===== src/rtl/shift_sequencer.sv =====
// shift_sequencer
//   Multi-cycle controller that drives an external, combinational single-step
//   shifter to perform N-bit shifts. On a start request in IDLE it latches the
//   operand, op and amount. It then issues one shifter step per clock, feeding
//   each shifter result back as the next shifter operand. The final value is
//   registered in dout, and a one-cycle done pulse marks it valid.
//
//   Optional build macro SHIFT_SEQ_EARLY_EXIT_EN: when defined, RUN stops as
//   soon as further steps cannot change the accumulator. That happens when acc
//   is zero for op 01/10, or when acc is all zeros or all ones for op 11.
//   Results are identical in both builds; only latency differs.
//
// Handshake: start is a single-cycle request, honoured only while busy=0
//   (IDLE). Requests while busy, including the DONE cycle, are dropped. done is
//   a one-cycle pulse; dout stays valid until the next done.
//
// Ports:
//   clk        clock, rising edge
//   rst_n      synchronous active-low reset
//   start      request, sampled only in IDLE
//   op[1:0]    00 pass, 01 left, 10 logical right, 11 arithmetic right
//   amount     number of single-bit steps
//   din        operand
//   shift      shifter control (00 unless a step is issued this cycle)
//   shift_in   shifter operand (always the accumulator)
//   sout       shifter result (combinational return)
//   busy       high whenever state is not IDLE
//   done       one-cycle pulse, result valid
//   dout       result register
//   state_dbg  current FSM state (0 IDLE, 1 RUN, 2 DONE)
module shift_sequencer #(
  parameter int WIDTH = 16,
  parameter int AMT_W = 4
) (
  input  logic             clk,
  input  logic             rst_n,
  input  logic             start,
  input  logic [1:0]       op,
  input  logic [AMT_W-1:0] amount,
  input  logic [WIDTH-1:0] din,
  output logic [1:0]       shift,
  output logic [WIDTH-1:0] shift_in,
  input  logic [WIDTH-1:0] sout,
  output logic             busy,
  output logic             done,
  output logic [WIDTH-1:0] dout,
  output logic [1:0]       state_dbg
);

  typedef enum logic [1:0] {
    IDLE = 2'd0,
    RUN  = 2'd1,
    DONE = 2'd2
  } state_t;

  state_t           state, state_nxt;
  logic [WIDTH-1:0] acc, acc_nxt;
  logic [AMT_W-1:0] cnt, cnt_nxt;
  logic [1:0]       op_r, op_nxt;
  logic [WIDTH-1:0] dout_nxt;
  logic             settled;

`ifdef SHIFT_SEQ_EARLY_EXIT_EN
  // Further steps are no-ops once the fill bits have taken over the whole word.
  always_comb begin
    settled = 1'b0;
    case (op_r)
      2'b01, 2'b10: settled = (acc == '0);
      2'b11:        settled = (acc == '0) || (acc == '1);
      default:      settled = 1'b0;
    endcase
  end
`else
  assign settled = 1'b0;
`endif

  always_ff @(posedge clk) begin
    if (!rst_n) begin
      state <= IDLE;
      acc   <= '0;
      cnt   <= '0;
      op_r  <= 2'b00;
      dout  <= '0;
    end else begin
      state <= state_nxt;
      acc   <= acc_nxt;
      cnt   <= cnt_nxt;
      op_r  <= op_nxt;
      dout  <= dout_nxt;
    end
  end

  always_comb begin
    state_nxt = state;
    acc_nxt   = acc;
    cnt_nxt   = cnt;
    op_nxt    = op_r;
    dout_nxt  = dout;
    shift     = 2'b00;
    case (state)
      IDLE: begin
        if (start) begin
          acc_nxt   = din;
          op_nxt    = op;
          // A pass op needs no steps regardless of the requested amount.
          cnt_nxt   = (op == 2'b00) ? '0 : amount;
          state_nxt = RUN;
        end
      end
      RUN: begin
        if (cnt != '0 && !settled) begin
          shift   = op_r;
          acc_nxt = sout;
          cnt_nxt = cnt - AMT_W'(1);
        end else begin
          dout_nxt  = acc;
          state_nxt = DONE;
        end
      end
      DONE:    state_nxt = IDLE;
      default: state_nxt = IDLE;
    endcase
  end

  assign shift_in  = acc;
  assign busy      = (state != IDLE);
  assign done      = (state == DONE);
  assign state_dbg = state;

endmodule


===== config.mk =====
export PLATFORM = sky130hd
export DESIGN_NAME = shift_sequencer
export DESIGN_NICKNAME = d
export VERILOG_FILES = /design/src/rtl/shift_sequencer.sv
export SDC_FILE = /design/constraint.sdc
export NUM_CORES = 1
export LEC_CHECK = 0
export BUFFER_PORTS_ARGS = -buffer_cell sky130_fd_sc_hd__buf_2
export CAP_MARGIN = 20
export CORE_MARGIN = 2
export CORE_UTILIZATION = 40
export DETAILED_ROUTE_END_ITERATION = 6
export PLACE_DENSITY_LB_ADDON = 0.15
export SLEW_MARGIN = 20
export SYNTH_ARGS = -nofsm -noshare
export SYNTH_HDL_FRONTEND = slang
export SYNTH_SLANG_ARGS = --single-unit

===== constraint.sdc =====
create_clock -name clk -period 2.35 [get_ports clk]
set_clock_uncertainty 0.15 [all_clocks]
set_input_delay 0 -clock clk [delete_from_list [all_inputs] [get_ports clk]]
set_output_delay 0 -clock clk [all_outputs]
set_load 0.01 [all_outputs]

# Word level (Yosys, flattened, before mapping)
# Cells that the tools add are included.
# totals
output_inout_bits	38
regBits	40
# op_classes
bitwise_logic	1
addsub	1
n_eq_ne	5
n_mux	12
reduce_logical	9
# ops
operator	n
$mux W16	2
$pmux W16 S2	1
$mux W4	3
$mux W2	4
$pmux W4 S2	1
$ne A2 B2 Y1 const B	3
$reduce_and A2 Y1	3
$logic_not A2 Y1	2
$pmux W2 S2	1
$reduce_bool A2 Y1	2
$reduce_bool A4 Y1	1
$sub A4 B1 Y4 const B	1
$reduce_and A3 Y1	1
$eq A2 B1 Y1 const B	1
$eq A2 B2 Y1 const B	1
$not A1 Y1	1

# Logic depth before layout (Yosys ltp)
# Gate-level depths: netlist (run 1).
# logic_depth
ltp_word	4
mapped_depth	7

# Worst setup path after synthesis (run 1)
# No wires, ideal clock.
# synth_timing
path_kind	register to register
startpoint	register cnt[0]
endpoint	register dout[10]
stages_incl_launch_ff	8
slack_ns	0.670
synth_period_minus_slack_ns	1.680
setup_time_ns	0.132
arrival_ns	1.398
path_cell_list	dfxtp_1 inv_1 ha_1 or3b_1 buf_2 buf_2 o21ai_0 a21oi_1
# synth_between
elab_chain_cells	3
# synth_rtl
item	line_no	text
start: declaration	58	logic [AMT_W-1:0] cnt, cnt_nxt;
start signal: assignment	87	cnt <= cnt_nxt;
$reduce_bool A4 Y1	111	if (cnt != '0 && !settled) begin
$not A1 Y1 (no source line)	--	
$reduce_and A2 Y1 (no source line)	--	
end signal: assignment	89	dout <= dout_nxt;
end: declaration	46	output logic [WIDTH-1:0] dout,
# No other way between the ends.
# A chain may end at the register's enable or synchronous reset.

# Final worst setup path (run 1)
# layout_timing
startpoint	register cnt[0]
endpoint	output shift[0]
# layout_between
elab_chain_cells	3
# layout_rtl
item	line_no	text
$reduce_bool A4 Y1	111	
$mux W2	111	
$mux W2	100	case (state)
end: declaration	41	output logic [1:0] shift,
# No other way between the ends.

==> summary.txt, run 1 <==
Logic synthesis
  • Synth Flop Type: dfxtp_1
  • Cell taking the most area after synthesis: dfxtp_1
  • Syn_nets: ~260
  • Synth Cell Area: 0.00184 sq mm
  • Unique cell type count in the Yosys netlist: 33
  • Largest cells by area after synthesis: dfxtp_1 (43%), a21oi_1 (9.5%), a311oi_2 (8.1%)
  • Sequential share of the synthesized area: between 40% and 50%
  • Mean Syn Cell Area: between 8 and 9 sq um
  • Post-synth EDFFs: 0
  • Yosys reg bits: 40
  • Synth top area share: between 40% and 50%
  • Post-synthesis async set-or-reset flop share: 0%
  • Post-synthesis cell count: 214
  • Syn. warnings: 0

Global routing
  • Largest net degree at the start of global routing: 39
  • First-pass GRT wire length: slightly above 9000 um
  • Vias in the first global route: 1,961
  • Grt total ovfl: 0
  • Initial antenna violation count: 0
  • Total global-route track usage: between 20% and 30%

Cells and area
  • Most common cell after layout, fill and taps aside: buf_2
  • Layout cells sized above 1: approximately a third
  • Fin area: between 0.002 and 0.003 sq mm
  • NumNets Final: 369
  • Antenna cell count: 0
  • Most frequent cells in the layout: buf_2 (78), dlygate4sd3_1 (41), dfxtp_1 (40)
  • P&R area growth vs syn: 49.6%

Setup path
  • Arr. time, crit path: approximately 2000 ps
  • Worst-path maximum fanout: 19
  • Max stage delay on crit path: about 630 ps
  • Crit. path cell count: 5
  • Worst Setup End Kind: output port
  • Worst path bufs/invs: 2
  • Flop2flop setup slack: ~200 ps
  • Reg-to-Reg End: cnt[2]$_SDFFE_PN0P_
  • Crit path max-delay family: simple AND/OR/NAND/NOR gates
  • Worst-path cell chain: inv_1 -> ha_1 -> or3b_1 -> and3_1 -> buf_2
  • CP Class: reg2out
  • Reg2reg path depth: 6
  • Slowest cell on the critical path: or3b_1
  • CP Data Required Time: around 2200 ps
  • R2R Path Start: cnt[0]$_SDFFE_PN0P_
  • Worst setup endpoint: shift[0]
  • CP startpoint: cnt[0]$_SDFFE_PN0P_
  • Crit start category: flop

Clock tree
  • Bufs on Longest Clock Path: 2
  • Cts bufs inserted: 5
  • Clock sinks: 40
  • H-tree level count: 2
  • Clk_lat worst skew: 290 ps
  • CTS clk-pin slew, worst paths: ~80 ps
  • CTS tree: yes
  • Clk root buf: clkbuf_8
  • Postcts setup bufs: 0

Floorplan
  • Site Rows: 24
  • Initial Utilization: a little over two fifths
  • Core area: roughly 0.0044 sq mm
  • Die footprint: slightly above 0.005 sq mm
  • Die Width: 71.9 um
  • I/O pins: 79
  • Die height: 71.9 um

Pwr
  • Switch share: 35.9%
  • Net switching power: roughly 750 uW
  • Worst vdd ir: 0.412 mV
  • Seq pwr share: between 40% and 50%
  • Internal: about 1.3 mW
  • Power Dens Cells: approximately 760 mW/mm^2
  • Clock share of power: 22.5%
  • Logic gate share of total power: between 30% and 40%
  • Leak: about 1.2 nW

Routing
  • Vias/cell: 5.24
  • Pre-antenna DRT Iters: 4
  • Via count: roughly 2,000
  • Remaining DRCs: 0
  • WL/cell: between 10 and 15 um
  • Total Wirelength: 5590 um
  • Starting DRT DRC Count: between 100 and 150
  • Remaining antenna violation count: 0

Min path
  • Worst min path class: in2reg

STA
  • Min Clock Period, post-route: 2160 ps
  • Worst rel slew slack: 61.1%
  • Final worst-path cycle share: 91.8%
  • Slew Limit Fails: 0
  • Max frequency: around 460 MHz
  • RSZ-0062 raised after global routing: false
  • Final hold vios: 0
  • Worst slew pin tran: about 580 ps
  • Setup TNS: 0 ps
  • Setup violators final: 0

Run status
  • Outcome: complete, no violations

Placed design
  • Placed cell area: ~0.0022 sq mm
  • RD Place Congestion: between 0.7 and 0.8
  • IO Port Bufs: 78
  • Post-DP HPWL: ~3300 um

Job
  • Max cap viols: 0
[repair_timing]
| item | CTS | global route |
|---|---|---|
| gates resized for setup | 0 | 2 |
| hold endpoints to repair | 25 | 0 |
| hold buffers | 41 | 0 |
| setup endpoints to repair | 0 | 1 |
[state kept, by name, summed over array words and instances (netlist names)]
name       count
op_r           2
state_dbg      2
cnt            4
shift_in      16
dout          16
[power by group through the flow]
stage	clock network [mW]	logic (mW)	registers, mW
6_report	0.474	0.766	0.862
5_1_grt	0.513	0.836	0.875
4_1_cts	0.481	0.761	0.859
3_5_place_dp	0	0.701	0.874
3_3_place_gp	0	0.700	0.873
2_1_floorplan	0	0.457	0.894
[routing by layer]
| layer | vias to the layer above | routed length [um] | GRT usage (%) |
|---|---|---|---|
| met2 | 62 | 2920 | 40.6 |
| met4 | 0 | 82 | 6.50 |
| met1 | 919 | 2300 | 25.9 |
| met3 | 9 | 285 | 5.00 |
| li1 | 1002 | - | - |
| met5 | - | 0 | 0 |
[through the flow]
stage	utilization [%]	std cells	total power, mW	hold WS, ps	setup WS (ps)
2_1_floorplan	-	214	1.35	-3.16	670
3_3_place_gp	51.3	331	1.57	99.0	514
3_5_place_dp	51.3	331	1.58	120	482
4_1_cts	62.7	380	2.10	301	107
5_1_grt	62.9	380	2.22	221	70.2
6_report	62.9	380	2.10	216	193
[synthesized netlist by cell type, types with 2 or more instances]
library cell   n
a311oi_2      10
or2_2          2
clkbuf_1       4
nor2b_1        2
a21oi_1       35
buf_4          4
dfxtp_1       40
o21ai_0       17
mux2i_1        2
nand2_1       33
a311oi_1       9
and3_1         3
nand3_1       19
inv_1          3
nand2b_1       2
buf_2         11
nor2_1         2
[area by class of cell]
type,instances,area [sq um]
Clock buffer,8,90.1
Fill cell,399,1630
Inverter,3,11.3
Multi-Input combinational cell,150,931
Sequential cell,40,801
Tap cell,52,65.1
Timing Repair Buffer,127,861
[worst register-to-register path, delay by kind of cell, from the launching register on]
family,cells,cell delay [ps]
adder cells (fa/ha/maj),1,230
buffers and inverters,2,630
AO/OA/AOI/OAI,1,190
AND/OR/NAND/NOR,2,500
flip-flops,1,340
[worst min-delay path by stage]
stage / slack (ps) / endpoint / depth (start not counted) / startpoint
2_1_floorplan: -3 / op_r[0]$_SDFFE_PN0P_ / 2 / op[0]
3_3_place_gp: 100 / op_r[0]$_SDFFE_PN0P_ / 3 / op[0]
3_5_place_dp: 120 / op_r[1]$_SDFFE_PN0P_ / 3 / op[1]
4_1_cts: 300 / shift_in[8]$_SDFFE_PN0P_ / 4 / start
5_1_grt: 220 / state_dbg[0]$_SDFFE_PN0P_ / 3 / start
6_report: 220 / state_dbg[0]$_SDFFE_PN0P_ / 3 / start
[logic make-up after synthesis]
group,after synthesis,synth area share [%]
buffers and inverters,24,6.85
muxes,2,1.09
AOI/OAI and AO/OA,76,29.0
DFF,40,43.4
and+or+nand+nor,71,19.0
adders and majority gates,1,0.678
No activity file was read; power rests on OpenSTA's default activity.
==> run 2, diff against run 1 <==
--- a/config.mk
+++ b/config.mk
@@ -10,7 +10,7 @@
 export CORE_MARGIN = 2
 export CORE_UTILIZATION = 40
 export DETAILED_ROUTE_END_ITERATION = 6
-export PLACE_DENSITY_LB_ADDON = 0.15
+export PLACE_DENSITY = 0.72
 export SLEW_MARGIN = 20
 export SYNTH_ARGS = -nofsm -noshare
 export SYNTH_HDL_FRONTEND = slang
==> constraint.sdc (replaced) <==
create_clock -name clk -period 1.8 [get_ports clk]
set_clock_uncertainty 0.15 [all_clocks]
set_input_delay 0 -clock clk [delete_from_list [all_inputs] [get_ports clk]]
set_output_delay 0 -clock clk [all_outputs]
set_load 0.01 [all_outputs]
==> run 2 against run 1 <==
- the flow now finishes with violations (negative setup slack)
- routed wire length rose by 8.8%
- critical path type unchanged
- sequential share of layout area shrank 1.8 points
- flip-flop and latch count unchanged
- final cell count is 3.2% higher
==> summary.txt, run 2 (synthesis results as in run 1) <==
Global routing
  • Largest net degree at the start of global routing: 38 (-2.6%)
  • Grt total ovfl: 0 (unchanged)
  • GR met3 Demand/Resource: 4.44% (-0.56 points)
  • Vias in the first global route: 2,045 (+4.3%)
  • First-pass GRT wire length: 9440 um (+4.3%)
  • Total global-route track usage: 23.2% (+1.0 points)
  • M2 GR Usage: 41.8% (+1.1 points)
  • Initial antenna violation count: 0 (unchanged)
  • Grt met1 use: 28.1% (+2.3 points)
  • GRT Max-Usage Layer: met2

Cells and area
  • Most frequent cells in the layout: buf_2 (76), dlygate4sd3_1 (39), dfxtp_1 (38)
  • NumNets Final: 381 (+3.3%)
  • Layout cells sized above 1: 40.3% (+7.1 points)
  • P&R area growth vs syn: 60.2%
  • Most common cell after layout, fill and taps aside: buf_2
  • FILL cells: 328 (-18%)
  • Antenna cell count: 0 (unchanged)

Setup path
  • Worst-path maximum fanout: 4 (-15)
  • Max stage delay on crit path: 380 ps (-250 ps)
  • R2R Path Start: cnt[0]$_SDFFE_PN0P_
  • Reg2reg path depth: 8 (+2)
  • Crit start category: flop
  • CP Class: reg2out
  • Most frequent CP cell: buf_6
  • Worst-path cell chain: inv_2 -> ha_4 -> buf_6 -> or3b_4 -> buf_6 -> and3_4 -> buf_6
  • CP Data Required Time: 1650 ps (-550 ps)
  • CP startpoint: cnt[0]$_SDFFE_PN0P_
  • Reg-to-Reg End: dout[5]$_SDFFE_PN0P_
  • Worst Setup End Kind: output port
  • Flop2flop setup slack: 30 ps (-170 ps)
  • Slowest cell on the critical path: or3b_4
  • Arr. time, crit path: 1680 ps (-330 ps)

Floorplan
  • Site Rows: 24 (unchanged)
  • Die Width: 71.9 um (unchanged)
  • Initial Utilization: 42.1% (unchanged)
  • Die height: 71.9 um (unchanged)
  • Die footprint: 0.00517 sq mm (unchanged)
  • Core area: 0.00438 sq mm (unchanged)
  • I/O pins: 79 (unchanged)

Clock tree
  • H-tree level count: 2 (unchanged)
  • CTS tree: yes
  • Clock sinks: 40 (unchanged)
  • Cts bufs inserted: 5 (unchanged)
  • CTS clk-pin slew, worst paths: 70 ps (about the same)
  • Bufs on Longest Clock Path: 2 (unchanged)
  • Clk root buf: clkbuf_8
  • Clk_lat worst skew: 290 ps (about the same)

Routing
  • Via count: 2,146 (+7.7%)
  • Total Wirelength: 6080 um (+8.8%)
  • WL/cell: 15.5 um (+5.5%)
  • Vias/cell: 5.47 (+4.4%)
  • Pre-antenna DRT Iters: 4 (unchanged)
  • Remaining antenna violation count: 0 (unchanged)
  • Remaining DRCs: 0 (unchanged)
  • Starting DRT DRC Count: 138 (-2.1%)

Pwr
  • Worst vdd ir: 0.576 mV (+40%)
  • Power Dens Cells: 1020 mW/mm^2 (+33%)
  • Logic gate share of total power: 42.5% (+6.1 points)
  • Seq pwr share: 37.4% (-3.6 points)
  • Clock share of power: 20.1% (-2.4 points)
  • Net switching power: 1.06 mW (+41%)
  • Leak: 1.28 nW (+5.4%)
  • Internal: 1.94 mW (+44%)
  • Switch share: 35.5% (-0.40 points)

Placed design
  • DP Worst Slack: -74.7 ps (-556 ps)
  • RD Place Congestion: 0.841 (+16%)
  • IO Port Bufs: 78 (unchanged)
  • Post-DP HPWL: 3550 um (+6.7%)

STA
  • WHS: 59.2 ps (-156 ps)
  • Final worst-path cycle share: 101%
  • Setup violators final: 2 (+2)
  • Setup ws final: -26.6 ps (-220 ps)
  • Worst slew pin tran: 386 ps (-197 ps)
  • Max frequency: 547 MHz
  • Setup TNS: -52.7 ps (-52.7 ps)
  • RSZ-0062 raised after global routing: true
  • Min Clock Period, post-route: ~1800 ps
  • Slew Limit Fails: 0 (unchanged)
  • Final hold vios: 0 (unchanged)
  • Worst rel slew slack: 74.2% (+13 points)

Run status
  • Outcome: finished with violations
  • Violated checks: negative setup slack

Min path
  • Hold depth: 4 (+1)
  • Worst Hold Launch: start
  • Worst Hold End: op_r[1]$_SDFFE_PN0P_
  • Worst min path class: in2reg

Job
  • Max cap viols: 0 (unchanged)
run 2: stage by stage:
stage / utilization (%) / total power [mW] / instances / area (sq um)
after floorplan: - / 1.76 / 214 / 1840
after global placement: 53.3 / 2.11 / 341 / 2330
after detailed placement: 53.3 / 2.13 / 341 / 2330
after CTS: 65.7 / 2.88 / 391 / 2880
after global routing: 67.4 / 3.18 / 392 / 2950
final: 67.4 / 3.00 / 392 / 2950
run 2: power by group through the flow:
stage	Combinational (mW)	Clock, mW	Sequential (mW)
5_1_grt	1.38	0.657	1.14
4_1_cts	1.15	0.613	1.12
3_5_place_dp	1.00	0	1.13
2_1_floorplan	0.597	0	1.17
6_report	1.28	0.604	1.12
3_3_place_gp	0.986	0	1.13
run 2: per-layer routing:
layer,wire [um],vias to the layer above
met5,0,-
met4,134,0
met3,291,15
met2,3170,83
met1,2480,1012
li1,-,1036
run 2: worst max path at each step:
stage | endpoint
after detailed placement | dout[4]$_SDFFE_PN0P_
after global placement | dout[2]$_SDFFE_PN0P_
after floorplan | dout[10]$_SDFFE_PN0P_
after CTS | shift[1]
after global routing | shift[1]
final | shift[1]
run 2: area by class of cell:
cell class	count	area, sq um	area share (%)
repair buffers	139	991	33.5
well taps	52	65.1	2.20
multi-input cells	150	993	33.6
clock buffers	8	90.1	3.05
inverters	3	11.3	0.381
flip-flops and latches	40	803	27.2
run 2: worst max-delay path: cells and delay by family, from the launching register on:
kind          cells  cell delay [ps]
fa+ha+maj         1              140
simple gates      2              520
flops             1              330
buf+inv           4              410
run 2: timing repair:
item	4_1_cts	5_1_grt
endpoints found under the hold margin	23	0
pin swaps	3	1
hold buffers	39	0
setup buffers	3	1
resized for setup	12	19
endpoints found under the setup margin	18	31
